`src/rtl/frame_buf_sched.sv`:
```
// Triple-buffer slot scheduler for the camera->DDR->HDMI frame store.
// Ports: clk/rst_n, enable, wr_start/wr_done/rd_start pulses in;
//   wr_active, wr/rd slot index + base address, rd_valid,
//   drop_cnt and repeat_cnt statistics out (all registered).
module frame_buf_sched #(
  parameter logic [31:0] BASE_ADDR   = 32'h0100_0000,
  parameter logic [31:0] FRAME_BYTES = 32'h0009_6000,
  parameter int          CNT_W       = 16
) (
  input  logic             clk,
  input  logic             rst_n,
  input  logic             enable,
  input  logic             wr_start,
  input  logic             wr_done,
  input  logic             rd_start,
  output logic             wr_active,
  output logic [1:0]       wr_buf_idx,
  output logic [31:0]      wr_base_addr,
  output logic [1:0]       rd_buf_idx,
  output logic [31:0]      rd_base_addr,
  output logic             rd_valid,
  output logic [CNT_W-1:0] drop_cnt,
  output logic [CNT_W-1:0] repeat_cnt
);

  typedef enum logic {W_IDLE, W_ACTIVE} wst_t;

  localparam logic [31:0] ADDR1 = BASE_ADDR + FRAME_BYTES;
  localparam logic [31:0] ADDR2 = BASE_ADDR + (FRAME_BYTES << 1);

  wst_t st_q, st_d;
  logic [1:0] w_q, r_q, l_q;
  logic [1:0] w_d, r_d, l_d;
  logic fresh_q, fresh_d;
  logic have_q, have_d;
  logic rv_q, rv_d;
  logic drop_inc, rep_inc;
  logic [CNT_W-1:0] drop_q, rep_q;
  logic [31:0] wa_q, ra_q;

  function automatic logic [31:0] slot_addr(input logic [1:0] i);
    logic [31:0] a;
    unique case (i)
      2'd1:    a = ADDR1;
      2'd2:    a = ADDR2;
      default: a = BASE_ADDR;
    endcase
    return a;
  endfunction

  // Order within a cycle: commit, then read swap, then new start.
  always_comb begin
    st_d     = st_q;
    w_d      = w_q;
    r_d      = r_q;
    l_d      = l_q;
    fresh_d  = fresh_q;
    have_d   = have_q;
    rv_d     = rv_q;
    drop_inc = 1'b0;
    rep_inc  = 1'b0;
    unique case (st_q)
      W_IDLE: begin
        if (wr_start && enable) st_d = W_ACTIVE;
      end
      W_ACTIVE: begin
        if (wr_done) begin
          w_d      = l_q;
          l_d      = w_q;
          drop_inc = fresh_q;
          fresh_d  = 1'b1;
          have_d   = 1'b1;
          st_d     = (wr_start && enable) ? W_ACTIVE : W_IDLE;
        end else if (wr_start) begin
          drop_inc = 1'b1;
          st_d     = enable ? W_ACTIVE : W_IDLE;
        end
      end
    endcase
    if (rd_start) begin
      if (fresh_d) begin
        r_d     = l_d;
        l_d     = r_q;
        fresh_d = 1'b0;
        rv_d    = 1'b1;
      end else if (have_q) begin
        rep_inc = 1'b1;
      end
    end
  end

  always_ff @(posedge clk) begin
    if (!rst_n) begin
      st_q    <= W_IDLE;
      w_q     <= 2'd0;
      r_q     <= 2'd1;
      l_q     <= 2'd2;
      fresh_q <= 1'b0;
      have_q  <= 1'b0;
      rv_q    <= 1'b0;
      drop_q  <= '0;
      rep_q   <= '0;
      wa_q    <= BASE_ADDR;
      ra_q    <= ADDR1;
    end else begin
      st_q    <= st_d;
      w_q     <= w_d;
      r_q     <= r_d;
      l_q     <= l_d;
      fresh_q <= fresh_d;
      have_q  <= have_d;
      rv_q    <= rv_d;
      wa_q    <= slot_addr(w_d);
      ra_q    <= slot_addr(r_d);
      if (drop_inc && drop_q != '1) drop_q <= drop_q + 1'b1;
      if (rep_inc && rep_q != '1) rep_q <= rep_q + 1'b1;
    end
  end

  assign wr_active    = (st_q == W_ACTIVE);
  assign wr_buf_idx   = w_q;
  assign rd_buf_idx   = r_q;
  assign wr_base_addr = wa_q;
  assign rd_base_addr = ra_q;
  assign rd_valid     = rv_q;
  assign drop_cnt     = drop_q;
  assign repeat_cnt   = rep_q;

endmodule

```
`config.mk`:
```
export PLATFORM = sky130hd
export DESIGN_NAME = frame_buf_sched
export DESIGN_NICKNAME = d
export VERILOG_FILES = /design/src/rtl/frame_buf_sched.sv
export SDC_FILE = /design/constraint.sdc
export NUM_CORES = 1
export LEC_CHECK = 0
export ABC_CLOCK_PERIOD_IN_PS = 2550
export BUFFER_PORTS_ARGS = -buffer_cell sky130_fd_sc_hd__buf_2
export CELL_PAD_IN_SITES_DETAIL_PLACEMENT = 1
export CELL_PAD_IN_SITES_GLOBAL_PLACEMENT = 1
export CORE_ASPECT_RATIO = 0.5
export CORE_MARGIN = 3
export CORE_UTILIZATION = 38
export DETAILED_ROUTE_END_ITERATION = 6
export PLACE_DENSITY_LB_ADDON = 0.08
export SLEW_MARGIN = 20
export SYNTH_ARGS = -nofsm -noshare
export SYNTH_HDL_FRONTEND = slang
export SYNTH_SLANG_ARGS = --single-unit
```
`constraint.sdc`:
```
create_clock -name clk -period 2.55 [get_ports clk]
set_input_delay 0.1275 -clock clk [delete_from_list [all_inputs] [get_ports clk]]
set_output_delay 0.1275 -clock clk [all_outputs]
set_load 0.01 [all_outputs]
```
== After elaboration in Yosys (flattened, before gate mapping) ==
Cells that the tools add are included.

* Multiply operators: 0
* Shift-type cells: 0
* Add/sub/neg operators: 2
* Muxes and demuxes: 23
* Div/mod/pow operators: 0
* Equal/unequal tests: 6
* Order comparisons: 0
* Reductions and logical operators: 6
* Bitwise logic cells: 2

{| class="wikitable"
|+ Operator list
! operator !! count
|-
| $pmux W21 S2 || 2
|-
| $add A16 B1 Y16 const B || 2
|-
| $ne A16 B16 Y1 const B || 2
|-
| $mux W2 || 8
|-
| $mux W1 || 12
|-
| $eq A2 B1 Y1 const B || 2
|-
| $eq A2 B2 Y1 const B || 2
|-
| $reduce_and A2 Y1 || 2
|-
| $logic_and A1 B1 Y1 || 3
|-
| $not A1 Y1 || 2
|-
| $pmux W1 S2 || 1
|-
| $reduce_or A2 Y1 || 1
|}

* Memories kept: 0
* ROM bits: 0
* Logic and storage cells: 50
* Latch bits: 0
* Bits in writable memories: 0
* Flip-flop bits (word level): 106
* Output and inout bits: 102

== Longest topological paths before layout ==
* Word-level depth: 6
* Mapped depth: 7

== Least setup slack after synthesis ==
Ideal clock, no wire load.

* Path type: reg2reg
* From: register rep_q[0] (netlist: repeat_cnt[0])
* To: register rep_q[7] (netlist: repeat_cnt[7])
* Library setup time: 0.130 ns
* Path slack: 0.844 ns
* Stages on the path, launching flop included: 7
* Data required time: 2.420 ns
* Clock period less this slack: 1.706 ns
* Data arrival time: 1.575 ns
* Path through: dfxtp_1 -> ha_1 -> nand4_1 -> nor4_1 -> buf_2 -> nor4b_1 -> mux2i_1

* Cells in the longest elaborated chain, start to end: 2
* Elaborated cells on any way between the ends: 3

{| class="wikitable"
|+ RTL lines
! what !! line !! source
|-
| start, declared || 38 || <nowiki>logic [CNT_W-1:0] drop_q, rep_q;</nowiki>
|-
| start signal, assigned || 116 || <nowiki>if (rep_inc && rep_q != '1) rep_q <= rep_q + 1'b1;</nowiki>
|-
| parallel branches: the longest is 2 deep, another holds $add A16 B1 Y16 || -- ||
|}

Parallel ways; which one is timed is not known.
A chain may end at the register's enable or synchronous reset.

== Worst setup path in the final report ==
* From: register rep_q[0] (netlist: repeat_cnt[0])
* To: register rep_q[11] (netlist: repeat_cnt[11])

Same word-level chain as after synthesis.

==> impl_metrics.csv <==
group,metric,value,unit
hold_path,whs_endpoint,"fresh_q$_SDFF_PP0_",
synth,ys_seq_area_share,34.42,%
clock_tree,postCtsResizedCells,0,
synth,synth_top_flop_cell,"dfxtp_1",
clock_tree,cts_buffer_depth,2,
timing,finalSetupViolCount,0,
clock_tree,cts-buffers-inserted,5,
critical_path,r2r_slack,540,ps
place,hpwl,5.091,mm
clock_tree,clk_latency,290,ps
place,port_buffers,57,
clock_tree,cts-hold-fix-buffers,0,
critical_path,crit_path_start_kind,"flop",
critical_path,reg2regPathDepth,5,
hold_path,hp-class,"primary input to flop",
hold_path,whs_path_depth,2,
job,max_cap_violations,0,
routing,avgViaCountPerCell,5.249,
synth,yosysWarnings,0,
die,die_y,66.61,microns
clock_tree,cts_htree_levels,2,
power_and_ir_drop,p_total,1498,uW
synth,syn-instance-count,331,
timing,rsz0062_at_grt,"false",
routing,wl_per_cell,14.80,microns
finish,layoutNonFillerInstCount,469,
critical_path,path_class,"flop to flop",
grt,first_global_vias,2470,
finish,area_delta_synth_final,9.279,%
grt,antenna_found_initial,0,
routing,drc_errors,0,
routing,drt_pre_antenna_iters,4,
clock_tree,postCtsSetupRepairBufs,0,
grt,grt_max_degree,30,
die,pin_count,108,
run_status,status,"finished clean",
clock_tree,cts_tree,"yes",
die,core_area,6910,sq um
timing,period_share,78.95,%
die,rows,21,
timing,max_freq,0.4967,GHz
timing,tightest_slew,869.2,ps
grt,overflow,0,
clock_tree,clk_pin_slew,60,ps
die,dieArea,8473,sq um
timing,tns,0,ps
synth,synth-edff-count,0,
routing,vias,2462,
critical_path,reg2reg_to,"repeat_cnt[11]$_SDFFE_PN0P_",
synth,yosys_register_bits,48,
grt,track_usage,16.86,%
die,die_x,127.2,microns
timing,finalHoldWorstSlack,53.81,ps
routing,drtIter0Drc,155,
timing,slew_viol_final,0,
critical_path,critical_path.max_fanout,8,
routing,wl,6.942,mm
power_and_ir_drop,vdd_drop_max,217.6,uV
critical_path,critPathArrivalTime,2140,ps
grt,grt_pass1_wl,11.73,mm
finish,n_antenna_cell,0,
routing,antenna_left,0,
finish,layout_common_cells,"57 x buf_2, 50 x conb_1, 48 x dfxtp_1",
synth,synthesis.area,2791,sq um
timing,hold_viol,0,
critical_path,regToRegStartpoint,"repeat_cnt[0]$_SDFFE_PN0P_",
finish,final_net_count,389,
hold_path,hold_start,"rd_start",
critical_path,end_kind,"flop",
synth,synth.avg_cell_area,8.433,sq um
timing,skew,3.194,ps
clock_tree,cts-root-buf,"clkbuf_16",
place,dp.cells,462,
power_and_ir_drop,power.density,491.2,nW/um^2
die,start_util,40.39,%
finish,final_common_cell,"buf_2",
synth,ys_types,42,
power_and_ir_drop,p_leak,0.001288,uW
finish,drive_gt1_share,19.10,%
timing,fin_crit,2013,ps
clock_tree,clkSinkCount,48,
place,place.gp.congestion,0.7446,
timing,relSlewSlack,41.99,%
synth,synthArstFlopShare,0,%
critical_path,required,2680,ps
area by class of cell:
cell class,count,area (sq um)
timing repair buffer,61,315.3
tap,92,115.1
multi-input combinational,250,1484
fill,884,3860
inverter,11,41.29
sequential,48,960.9
clock buffer,6,128.9
clock inverter,1,5.005
worst max path at each step:
stage	to	cells past startpoint	from	slack, ps
global route	repeat_cnt[10]$_SDFFE_PN0P_	5	repeat_cnt[0]$_SDFFE_PN0P_	320
finish	repeat_cnt[11]$_SDFFE_PN0P_	5	repeat_cnt[0]$_SDFFE_PN0P_	540
CTS	rd_base_addr[19]$_SDFF_PN1_	6	wr_active$_SDFF_PN0_	560
global placement	repeat_cnt[9]$_SDFFE_PN0P_	5	repeat_cnt[0]$_SDFFE_PN0P_	660
floorplan	repeat_cnt[7]$_SDFFE_PN0P_	6	repeat_cnt[0]$_SDFFE_PN0P_	840
detailed placement	repeat_cnt[11]$_SDFFE_PN0P_	5	repeat_cnt[0]$_SDFFE_PN0P_	590
metrics by stage:
step | instance area (sq um) | worst slack (ps) | util (%)
after floorplan | 2972 | 844.5 | -
after global placement | 2917 | 663.7 | 42.21
after detailed placement | 2917 | 594.2 | 42.21
after CTS | 3050 | 560.7 | 44.14
after global routing | 3050 | 321.7 | 44.14
final | 3050 | 536.8 | 44.14
per-layer routing:
metal  track usage [%]  wire length (microns)  vias up
met3             3.203                    347        8
met4             4.679                     85        0
met1             21.72                   3331     1180
met5                 0                      0        -
li1                  -                      -     1197
met2             29.14                   3178       77
where the power goes:
group	total, uW	internal [uW]	switching (uW)
Combinational	105	25.0	79.9
Sequential	767	759	8.40
Clock	626	357	270
cells in the mapped netlist (2+ instances only):
| master | count | share of area [%] |
|---|---|---|
| a211oi_1 | 2 | 0.54 |
| a21oi_1 | 21 | 3.8 |
| a31oi_1 | 2 | 0.45 |
| and2_1 | 6 | 1.3 |
| and3_1 | 5 | 1.1 |
| and4_1 | 8 | 2.5 |
| buf_2 | 4 | 0.72 |
| buf_4 | 58 | 16 |
| clkbuf_1 | 8 | 1.1 |
| conb_1 | 2 | 0.27 |
| dfxtp_1 | 48 | 34 |
| ha_1 | 6 | 2.7 |
| inv_1 | 11 | 1.5 |
| mux2i_1 | 10 | 3.6 |
| nand2_1 | 21 | 2.8 |
| nand2b_1 | 8 | 1.8 |
| nand3_1 | 14 | 2.5 |
| nand4_1 | 12 | 2.7 |
| nor2_1 | 14 | 1.9 |
| nor3_1 | 7 | 1.3 |
| nor4_1 | 5 | 1.1 |
| nor4b_1 | 3 | 0.94 |
| o211ai_1 | 2 | 0.54 |
| o21ai_0 | 5 | 0.90 |
| o31ai_1 | 15 | 4.0 |
| o41ai_1 | 3 | 0.94 |
| or3_1 | 4 | 0.90 |
| or4_1 | 13 | 3.5 |
state kept, by name, summed over array words and instances, names as in the netlist:
register,flops
fresh_q,1
repeat_cnt,16
wr_buf_idx,2
drop_cnt,16
rd_valid,1
have_q,1
rd_buf_idx,2
l_q,2
rd_base_addr,3
wr_base_addr,3
wr_active,1
cell families after synthesis:
logic type,count (synthesis),share of synthesized area [%]
other cells,2,0.2690
fa+ha+maj,6,2.689
mux,11,4.124
compound gates,59,13.98
buf+inv,81,18.87
flops,48,34.42
simple gates,124,25.64
worst max-delay path, stage by stage, from the launching register on:
cell and delay (ps):
dfxtp_1 450, ha_1 260, nand4_1 150, nor3_1 710, or4_1 210, a21oi_1 70
Power figures use the tool's default switching activity.
